File: src/rtl/lat_test_ctrl_pkg.sv
// Shared definitions for the latency-test sequencer: box position codes
// driven on lt_mode and the sequencer state encoding.
package lat_test_ctrl_pkg;

    localparam logic [1:0] LT_POS_TOPLEFT     = 2'd0;
    localparam logic [1:0] LT_POS_CENTER      = 2'd1;
    localparam logic [1:0] LT_POS_BOTTOMRIGHT = 2'd2;

    typedef enum logic [1:0] {
        ST_IDLE     = 2'd0,
        ST_ARM      = 2'd1,
        ST_MEASURE  = 2'd2,
        ST_COOLDOWN = 2'd3
    } lt_state_t;

endpackage

File: src/rtl/lat_sensor_sync.sv
// Multi-flop synchronizer bringing the asynchronous light sensor into clk27.
module lat_sensor_sync #(
    parameter int SYNC_STAGES = 2
) (
    input  logic clk27,
    input  logic reset_n,
    input  logic sensor_in,
    output logic sens_s
);

    logic [SYNC_STAGES-1:0] sync_q;

    generate
        if (SYNC_STAGES == 1) begin : g_single
            // Single-stage capture of the sensor level.
            always_ff @(posedge clk27 or negedge reset_n) begin
                if (!reset_n) sync_q <= '0;
                else          sync_q <= sensor_in;
            end
        end else begin : g_chain
            // Shift the sensor level through the synchronizer chain.
            always_ff @(posedge clk27 or negedge reset_n) begin
                if (!reset_n) sync_q <= '0;
                else          sync_q <= {sync_q[SYNC_STAGES-2:0], sensor_in};
            end
        end
    endgenerate

    assign sens_s = sync_q[SYNC_STAGES-1];

endmodule

File: src/rtl/lat_test_ctrl.sv
// Latency-test sequencer for the 720x480 pattern generator: waits for a frame
// boundary, lights the test box, counts clk27 cycles until the sensor sees it,
// posts the count and then keeps the box dark for a few frames.
// Build option: LAT_TEST_CTRL_AVG_EN runs 8 measurements per start and posts
// their average.
//
// state    | meaning
// ---------+------------------------------------------------------------
// IDLE     | waiting for start, lt_active low
// ARM      | waiting for a VSYNC falling edge with the sensor dark
// MEASURE  | box lit, counting cycles until sensor or timeout
// COOLDOWN | box dark, waiting COOLDOWN_FRAMES frames and a dark sensor
module lat_test_ctrl
    import lat_test_ctrl_pkg::*;
#(
    parameter int              CNT_W           = 24,
    parameter logic [CNT_W-1:0] TIMEOUT_CYC    = 24'd2700000,
    parameter logic [3:0]      COOLDOWN_FRAMES = 4'd3,
    parameter int              SYNC_STAGES     = 2
) (
    input  logic             clk27,
    input  logic             reset_n,
    input  logic             start,
    input  logic [1:0]       mode_sel,
    input  logic             vsync_in,
    input  logic             sensor_in,
    output logic             lt_active,
    output logic [1:0]       lt_mode,
    output logic             busy,
    output logic             done,
    output logic             timeout,
    output logic [CNT_W-1:0] latency_cyc
);

    localparam logic [CNT_W-1:0] CNT_LAST = TIMEOUT_CYC - 1'b1;

    lt_state_t        state, state_nxt;
    logic [CNT_W-1:0] cnt, cnt_nxt;
    logic [CNT_W-1:0] latency_nxt;
    logic [3:0]       fcnt, fcnt_nxt;
    logic             lt_active_nxt, done_nxt, timeout_nxt;
    logic [1:0]       lt_mode_nxt;
    logic             sens_s, vs_d, vs_fall;

`ifdef LAT_TEST_CTRL_AVG_EN
    localparam logic [2:0] AVG_LAST_RUN = 3'd7;
    logic [CNT_W+2:0] acc, acc_nxt, acc_sum;
    logic [2:0]       run, run_nxt;
    logic             last, last_nxt;
`endif

    lat_sensor_sync #(.SYNC_STAGES(SYNC_STAGES)) u_sync (
        .clk27     (clk27),
        .reset_n   (reset_n),
        .sensor_in (sensor_in),
        .sens_s    (sens_s)
    );

    // Remember last VSYNC level to find the start of each frame (active-low pulse).
    always_ff @(posedge clk27 or negedge reset_n) begin
        if (!reset_n) vs_d <= 1'b0;
        else          vs_d <= vsync_in;
    end

    assign vs_fall = vs_d & ~vsync_in;
    assign busy    = (state != ST_IDLE);

    // Next-state and next-output decode for the sequencer.
    always_comb begin
        state_nxt     = state;
        cnt_nxt       = cnt;
        fcnt_nxt      = fcnt;
        latency_nxt   = latency_cyc;
        done_nxt      = 1'b0;
        timeout_nxt   = timeout;
        lt_active_nxt = lt_active;
        lt_mode_nxt   = lt_mode;
`ifdef LAT_TEST_CTRL_AVG_EN
        acc_nxt  = acc;
        run_nxt  = run;
        last_nxt = last;
        acc_sum  = acc + {3'b000, cnt};
`endif
        case (state)
            ST_IDLE: begin
                if (start) begin
                    lt_mode_nxt = mode_sel;
                    timeout_nxt = 1'b0;
                    state_nxt   = ST_ARM;
`ifdef LAT_TEST_CTRL_AVG_EN
                    acc_nxt  = '0;
                    run_nxt  = '0;
                    last_nxt = 1'b0;
`endif
                end
            end
            ST_ARM: begin
                // A sensor already lit at the frame edge would give a bogus
                // zero-latency result, so skip that frame.
                if (vs_fall && !sens_s) begin
                    cnt_nxt       = '0;
                    lt_active_nxt = 1'b1;
                    state_nxt     = ST_MEASURE;
                end
            end
            ST_MEASURE: begin
                if (sens_s) begin
                    lt_active_nxt = 1'b0;
                    fcnt_nxt      = '0;
                    state_nxt     = ST_COOLDOWN;
`ifdef LAT_TEST_CTRL_AVG_EN
                    if (run == AVG_LAST_RUN) begin
                        latency_nxt = acc_sum[CNT_W+2:3];
                        done_nxt    = 1'b1;
                        last_nxt    = 1'b1;
                    end else begin
                        acc_nxt = acc_sum;
                        run_nxt = run + 3'd1;
                    end
`else
                    latency_nxt = cnt;
                    done_nxt    = 1'b1;
`endif
                end else if (cnt == CNT_LAST) begin
                    latency_nxt   = '1;
                    timeout_nxt   = 1'b1;
                    done_nxt      = 1'b1;
                    lt_active_nxt = 1'b0;
                    fcnt_nxt      = '0;
                    state_nxt     = ST_COOLDOWN;
`ifdef LAT_TEST_CTRL_AVG_EN
                    last_nxt = 1'b1;
`endif
                end else begin
                    cnt_nxt = cnt + 1'b1;
                end
            end
            ST_COOLDOWN: begin
                if (fcnt == COOLDOWN_FRAMES && !sens_s) begin
`ifdef LAT_TEST_CTRL_AVG_EN
                    state_nxt = last ? ST_IDLE : ST_ARM;
`else
                    state_nxt = ST_IDLE;
`endif
                end else if (vs_fall && fcnt != COOLDOWN_FRAMES) begin
                    fcnt_nxt = fcnt + 4'd1;
                end
            end
            default: state_nxt = ST_IDLE;
        endcase
    end

    // Sequencer state and registered outputs.
    always_ff @(posedge clk27 or negedge reset_n) begin
        if (!reset_n) begin
            state       <= ST_IDLE;
            cnt         <= '0;
            fcnt        <= '0;
            latency_cyc <= '0;
            done        <= 1'b0;
            timeout     <= 1'b0;
            lt_active   <= 1'b0;
            lt_mode     <= 2'b00;
        end else begin
            state       <= state_nxt;
            cnt         <= cnt_nxt;
            fcnt        <= fcnt_nxt;
            latency_cyc <= latency_nxt;
            done        <= done_nxt;
            timeout     <= timeout_nxt;
            lt_active   <= lt_active_nxt;
            lt_mode     <= lt_mode_nxt;
        end
    end

`ifdef LAT_TEST_CTRL_AVG_EN
    // Averaging bookkeeping across the 8 back-to-back runs.
    always_ff @(posedge clk27 or negedge reset_n) begin
        if (!reset_n) begin
            acc  <= '0;
            run  <= '0;
            last <= 1'b0;
        end else begin
            acc  <= acc_nxt;
            run  <= run_nxt;
            last <= last_nxt;
        end
    end
`endif

endmodule

File: config.mk
export PLATFORM = sky130hd
export DESIGN_NAME = lat_test_ctrl
export DESIGN_NICKNAME = d
export VERILOG_FILES = /design/src/rtl/lat_test_ctrl_pkg.sv /design/src/rtl/lat_sensor_sync.sv /design/src/rtl/lat_test_ctrl.sv
export SDC_FILE = /design/constraint.sdc
export NUM_CORES = 1
export LEC_CHECK = 0
export CAP_MARGIN = 40
export CORE_MARGIN = 4
export CORE_UTILIZATION = 45
export CTS_BUF_LIST = sky130_fd_sc_hd__clkbuf_4
export DETAILED_ROUTE_END_ITERATION = 10
export PLACE_DENSITY = 0.63
export SLEW_MARGIN = 20
export SYNTH_ARGS = -nofsm -noshare
export SYNTH_HDL_FRONTEND = slang
export SYNTH_SLANG_ARGS = --single-unit
File: constraint.sdc
create_clock -name clk27 -period 5.49 [get_ports clk27]
set_input_delay 1.647 -clock clk27 [delete_from_list [all_inputs] [get_ports clk27]]
set_output_delay 1.647 -clock clk27 [all_outputs]
set_load 0.05 [all_outputs]
== Word-level counts from Yosys, hierarchy flattened ==
Index checks and enable logic that the tools add are counted.

* $add $sub $neg: 2
* $mul: 0
* Div/mod/pow operators: 0
* Order comparisons: 0
* Eq/ne operators: 15
* Shifts and indexed selects: 0
* Muxes and demuxes: 28
* Bitwise logic cells: 2
* Reduce and logical (&&, ||, !) cells: 17

{| class="wikitable"
|+ Operators by type and width
! kind !! count
|-
| 2-to-1 mux 24 bit || 5
|-
| one-hot mux 24 bit (2 select lines) || 1
|-
| adder 24 x 1 -> 24 bit (second input constant) || 1
|-
| equality test 24 x 22 -> 1 bit (second input constant) || 1
|-
| 2-to-1 mux 4 bit || 4
|-
| inequality test 2 bit (second input constant) || 8
|-
| AND reduction 4 bit || 4
|-
| 2-to-1 mux 2 bit || 5
|-
| nonzero test 2 bit || 5
|-
| 2-to-1 mux 1 bit || 9
|-
| one-hot mux 2 bit (4 select lines) || 1
|-
| one-hot mux 4 bit (2 select lines) || 1
|-
| adder 4 x 1 -> 4 bit (second input constant) || 1
|-
| equality test 2 bit (second input constant) || 2
|-
| equality test 4 x 2 -> 1 bit (second input constant) || 1
|-
| inequality test 4 x 2 -> 1 bit (second input constant) || 1
|-
| one-hot mux 1 bit (2 select lines) || 2
|-
| AND reduction 2 bit || 2
|-
| logical AND 1 bit || 3
|-
| inequality test 3 x 2 -> 1 bit (second input constant) || 1
|-
| AND reduction 3 bit || 1
|-
| equality test 2 x 1 -> 1 bit (second input constant) || 1
|-
| zero test 2 bit || 1
|-
| bitwise AND 1 bit || 1
|-
| other kinds (2) || 2
|}

* Flip-flop bits (word level): 62
* Bits in latches: 0
* RAM bits: 0
* Bits in read-only memories: 0
* Input port bits: 7
* Output and inout bits: 30
* Word-level logic and storage cells: 74
* Memories: 0

== Depth between registers and ports, before layout ==
* Depth in word-level cells: 6
* Gate-level depth with buffers: 10
* Gate-level depth less buffers: 7

== By module ==
From an unflattened synthesis, not the netlist that was laid out.

* Cells, all modules: 315
* Area total of the unflattened synthesis: 3245.6 um2

{| class="wikitable"
|+ Modules (own cells, without submodules)
! module !! instances !! cells each !! area an instance (um2) !! sequential area each (um2)
|-
| lat_test_ctrl || 1 || 313 || 3195.6 || 1501.4
|-
| lat_sensor_sync || 1 || 2 || 50.0 || 50.0
|}

== Worst setup path before layout ==
Ideal clock, no wire load.

* Path kind: input to register
* Start point: in vsync_in
* End point: reg cnt[12]
* Library setup time: 0.110 ns
* Arrival time: 2.797 ns
* Required time: 5.380 ns
* Slack: 2.583 ns
* Stages on the path: 6
* Buffers on the path: 1
* Path through: nand2b_1 o21ai_1 nand2_1 or2_1 buf_2 o41ai_1

* Cells in the longest elaborated chain, start to end: 5

{| class="wikitable"
|+ Ends and longest elaborated chain
! element !! RTL line !! text
|-
| start, declared || lat_test_ctrl.sv:25 || <nowiki>input logic vsync_in,</nowiki>
|-
| NOT 1 bit || lat_test_ctrl.sv:65 || <nowiki>assign vs_fall = vs_d & ~vsync_in;</nowiki>
|-
| bitwise AND 1 bit || lat_test_ctrl.sv:65 ||
|-
| logical AND 1 bit || lat_test_ctrl.sv:100 || <nowiki>if (vs_fall && !sens_s) begin</nowiki>
|-
| inequality test 2 bit (no line) || - ||
|-
| AND reduction 4 bit (no line) || - ||
|-
| end signal, assigned || lat_test_ctrl.sv:166 || <nowiki>cnt <= cnt_nxt;</nowiki>
|-
| end, declared || lat_test_ctrl.sv:38 || <nowiki>logic [CNT_W-1:0] cnt, cnt_nxt;</nowiki>
|}

Every way passes these cells.
A chain may end at the register's enable or synchronous reset.

== Worst setup path in the final report ==
* Start point: reg state[1]
* End point: out busy

* Cells in the longest elaborated chain, start to end: 1

{| class="wikitable"
|+ Ends and longest elaborated chain
! element !! RTL line !! text
|-
| start, declared || lat_test_ctrl.sv:37 || <nowiki>lt_state_t state, state_nxt;</nowiki>
|-
| start signal, assigned || lat_test_ctrl.sv:165 || <nowiki>state <= state_nxt;</nowiki>
|-
| nonzero test 2 bit || lat_test_ctrl.sv:66 || <nowiki>assign busy = (state != ST_IDLE);</nowiki>
|-
| end, declared || lat_test_ctrl.sv:29 || <nowiki>output logic busy,</nowiki>
|}

Every way passes these cells.

==> impl_metrics.csv <==
group,metric,value,unit
synthesis,avgSynthCellArea,10.9,um^2
min_path,hold_class,"flop to flop",
power,power_density,597,nW/um^2
floorplanning,die_area,8060,um^2
power,finalPower,2.11,mW
critical_path,startpoint,"state[1]$_DFFE_PN0P_",
drt,wire_per_inst,17.2,um
synthesis,synth-edff-count,0,
layout,mostFrequentLayoutCell,"dfrtp_1",
synthesis,yosysSeqAreaShare,51.5,%
sta,hold_viol,0,
run_status,run_status,"completed",
critical_path,critPathLaunchType,"flop",
placed_design,globalplace.congestion,0.763,
power,p_sw,948,uW
critical_path,r2r_start,"state[0]$_DFFE_PN0P_",
drt,num_vias,2370,
floorplanning,chipWidth,89.8,um
critical_path,r2r_end,"cnt[17]$_DFFE_PN0P_",
sta,rsz0062_at_grt,"false",
clock_tree,htree_levels,3,
layout,antenna_cells,0,
global_route,grt_max_degree,33,
critical_path,critPathSlowestCell,"clkdlybuf4s50_1",
drt,wl_met1,3.29,mm
power,ir_drop,0.376,mV
synthesis,yosys_warnings,0,
global_route,grt_usage,17.8,%
synthesis,syn_area,3010,um^2
sta,tightest_slew,0.725,ns
power,seqPwrFrac,31.4,%
clock_tree,post_cts_buffers,0,
global_route,antenna_found_initial,0,
sta,fin_crit_sh,67.4,%
layout,final_cell_area,3530,um^2
layout,fin_util,55.0,%
sta,slew_viol_final,0,
synthesis,synth_cell_type_count,56,
drt,wl_met2,3.07,mm
power,p_int,1.16,mW
critical_path,r2r_cells,7,
clock_tree,cts_resized,0,
layout,nets,323,
critical_path,cp_cell_sequence,"inv_1 > ha_1 > inv_1 > clkdlybuf4s50_1",
clock_tree,clk_pin_slew,0.10,ns
min_path,holdCritStartpoint,"u_sync.sync_q[0]$_DFF_PN0_",
global_route,grt-ovfl-total,0,
sta,max_slew_margin,51.7,%
clock_tree,clock_path_buffers,2,
power,power.leakage,1.52,nW
critical_path,crit_type,"flop to output pin",
min_path,worstHoldEndpoint,"u_sync.sync_q[1]$_DFF_PN0_",
floorplanning,ios,37,
floorplanning,core,6420,um^2
global_route,grt_pass1_vias,2308,
drt,dr.pass1.iters,6,
critical_path,rrSetupSlack,2.60,ns
critical_path,cp.arrival,2.05,ns
synthesis,synth_flop_cell,"dfrtp_1",
sta,fmax,270,MHz
power,p_clk_share,16.4,%
drt,vias_per_cell,6.05,
layout,regArea,1550,um^2
sta,fin_skew,0.0105,ns
sta,fin_crit,3.70,ns
drt,drtIter0Drc,139,
drt,wirelength,6.75,mm
min_path,hold_path_depth,0,
critical_path,cpMostUsedCell,"inv_1",
layout,final_cell_mix,"dfrtp_1, clkdlybuf4s50_1, o22a_1",
synthesis,synthCells,277,
floorplanning,initial_core_util,46.9,%
placed_design,dp.final_hpwl,4.51,mm
layout,synthToLayoutAreaGrowth,17.3,%
drt,drc_errors,0,
layout,multi_input_area,1340,um^2
clock_tree,clk_latency,0.40,ns
synthesis,synth_nets,290,
floorplanning,die_h,89.8,um
critical_path,critPathMaxFanout,4,
global_route,grt_pass1_wl,11.6,mm
critical_path,cp_data_required_time,3.84,ns
layout,fillCellCount,582,
power,switching_share,44.9,%
critical_path,cp_slowest_stage_delay,0.81,ns
clock_tree,cts_hold_buf,0,
clock_tree,cts_tree,"built",
drt,dr_wl_met3,265,um
placed_design,dpl-instance-area,3380,um^2
sta,fin_setup_tns,0,ns
critical_path,end_kind,"output pin",
power,pwr-share-comb,52.2,%
clock_tree,clockRootBuffer,"clkbuf_4",
clock_tree,cts_buffers,9,
synthesis,async_reset_ff_share,100,%
flow_run,maxCapViolations,0,
clock_tree,clkSinkCount,62,
placed_design,port_buffers,36,
drt,highest_layer,"met4",
layout,drive_gt1_share,9.21,%
drt,ant_nets,0,
sta,setup_viol,0,
floorplanning,rows,29,
synthesis,ys_ff_latch,62,
## critical path: cells and delay by family, from the launching register on
kind	cells	cell delay, ns
buffers and inverters	3	0.99
adders and majority gates	1	0.23
DFF	1	0.43
## logic make-up (layout without fill, tap and decap cells)
kind of cell	Yosys count	count (layout)	synth area share, %
buffers and inverters	22	60	4.07
AO/OA/AOI/OAI	96	96	23.1
adder cells (fa/ha/maj)	6	6	2.49
flip-flops	62	62	51.5
multiplexers	6	6	2.24
AND/OR/NAND/NOR	85	85	16.5
## per-layer routing
metal	vias to the layer above	global-route usage [%]
li1	1129	-
met1	1171	24.3
met2	59	27.8
met3	11	3.09
met4	0	8.30
met5	-	0
## state kept, by name, summed over array words and instances, names as in the netlist
name           cells
cnt               24
done               1
fcnt               4
latency_cyc       24
lt_active          1
lt_mode            2
state              2
timeout            1
u_sync.sync_q      2
vs_d               1
## stage by stage
| stage | hold WS [ns] | std cells | setup WS (ns) |
|---|---|---|---|
| 2_1_floorplan | 0.331 | 277 | 2.58 |
| 6_report | 0.359 | 392 | 1.79 |
| 4_1_cts | 0.361 | 392 | 1.76 |
| 3_5_place_dp | 0.337 | 376 | 1.81 |
| 5_1_grt | 0.378 | 392 | 1.68 |
| 3_3_place_gp | 0.333 | 375 | 1.90 |
## cells in the mapped netlist (all sizes together) (8+ instances only)
| master | count | area, um^2 |
|---|---|---|
| nand3 | 9 | 45.0 |
| o22a | 24 | 210 |
| dfrtp | 62 | 1550 |
| a21oi | 10 | 50.1 |
| and3 | 10 | 62.6 |
| o21ai | 26 | 145 |
| nor2 | 8 | 30.0 |
| nand2 | 22 | 82.6 |
| a31oi | 9 | 56.3 |
| buf | 10 | 76.3 |
## power groups by stage
stage                     combinational [mW]  sequential [mW]  clock [mW]
after floorplan                        0.424             1.03           0
after global placement                  1.09            0.669           0
after detailed placement                1.11            0.673           0
after CTS                               1.11            0.664       0.356
after global routing                    1.18            0.683       0.379
final                                   1.10            0.663       0.345
## final cells by class
cell class | instances | share of cell area, %
clock buffers | 10 | 2.12
clock inverters | 6 | 2.16
inverters | 6 | 0.637
multi-input cells | 193 | 37.9
flip-flops and latches | 62 | 43.9
well taps | 77 | 2.73
repair buffers | 38 | 10.6
## worst max path at each step
stage	slack, ns	cells after the start	to
floorplan	2.58	6	cnt[12]$_DFFE_PN0P_
global placement	1.90	6	cnt[21]$_DFFE_PN0P_
detailed placement	1.81	6	cnt[18]$_DFFE_PN0P_
CTS	1.76	4	busy
global route	1.68	4	busy
finish	1.79	4	busy
No activity file was read; power rests on OpenSTA's default activity.
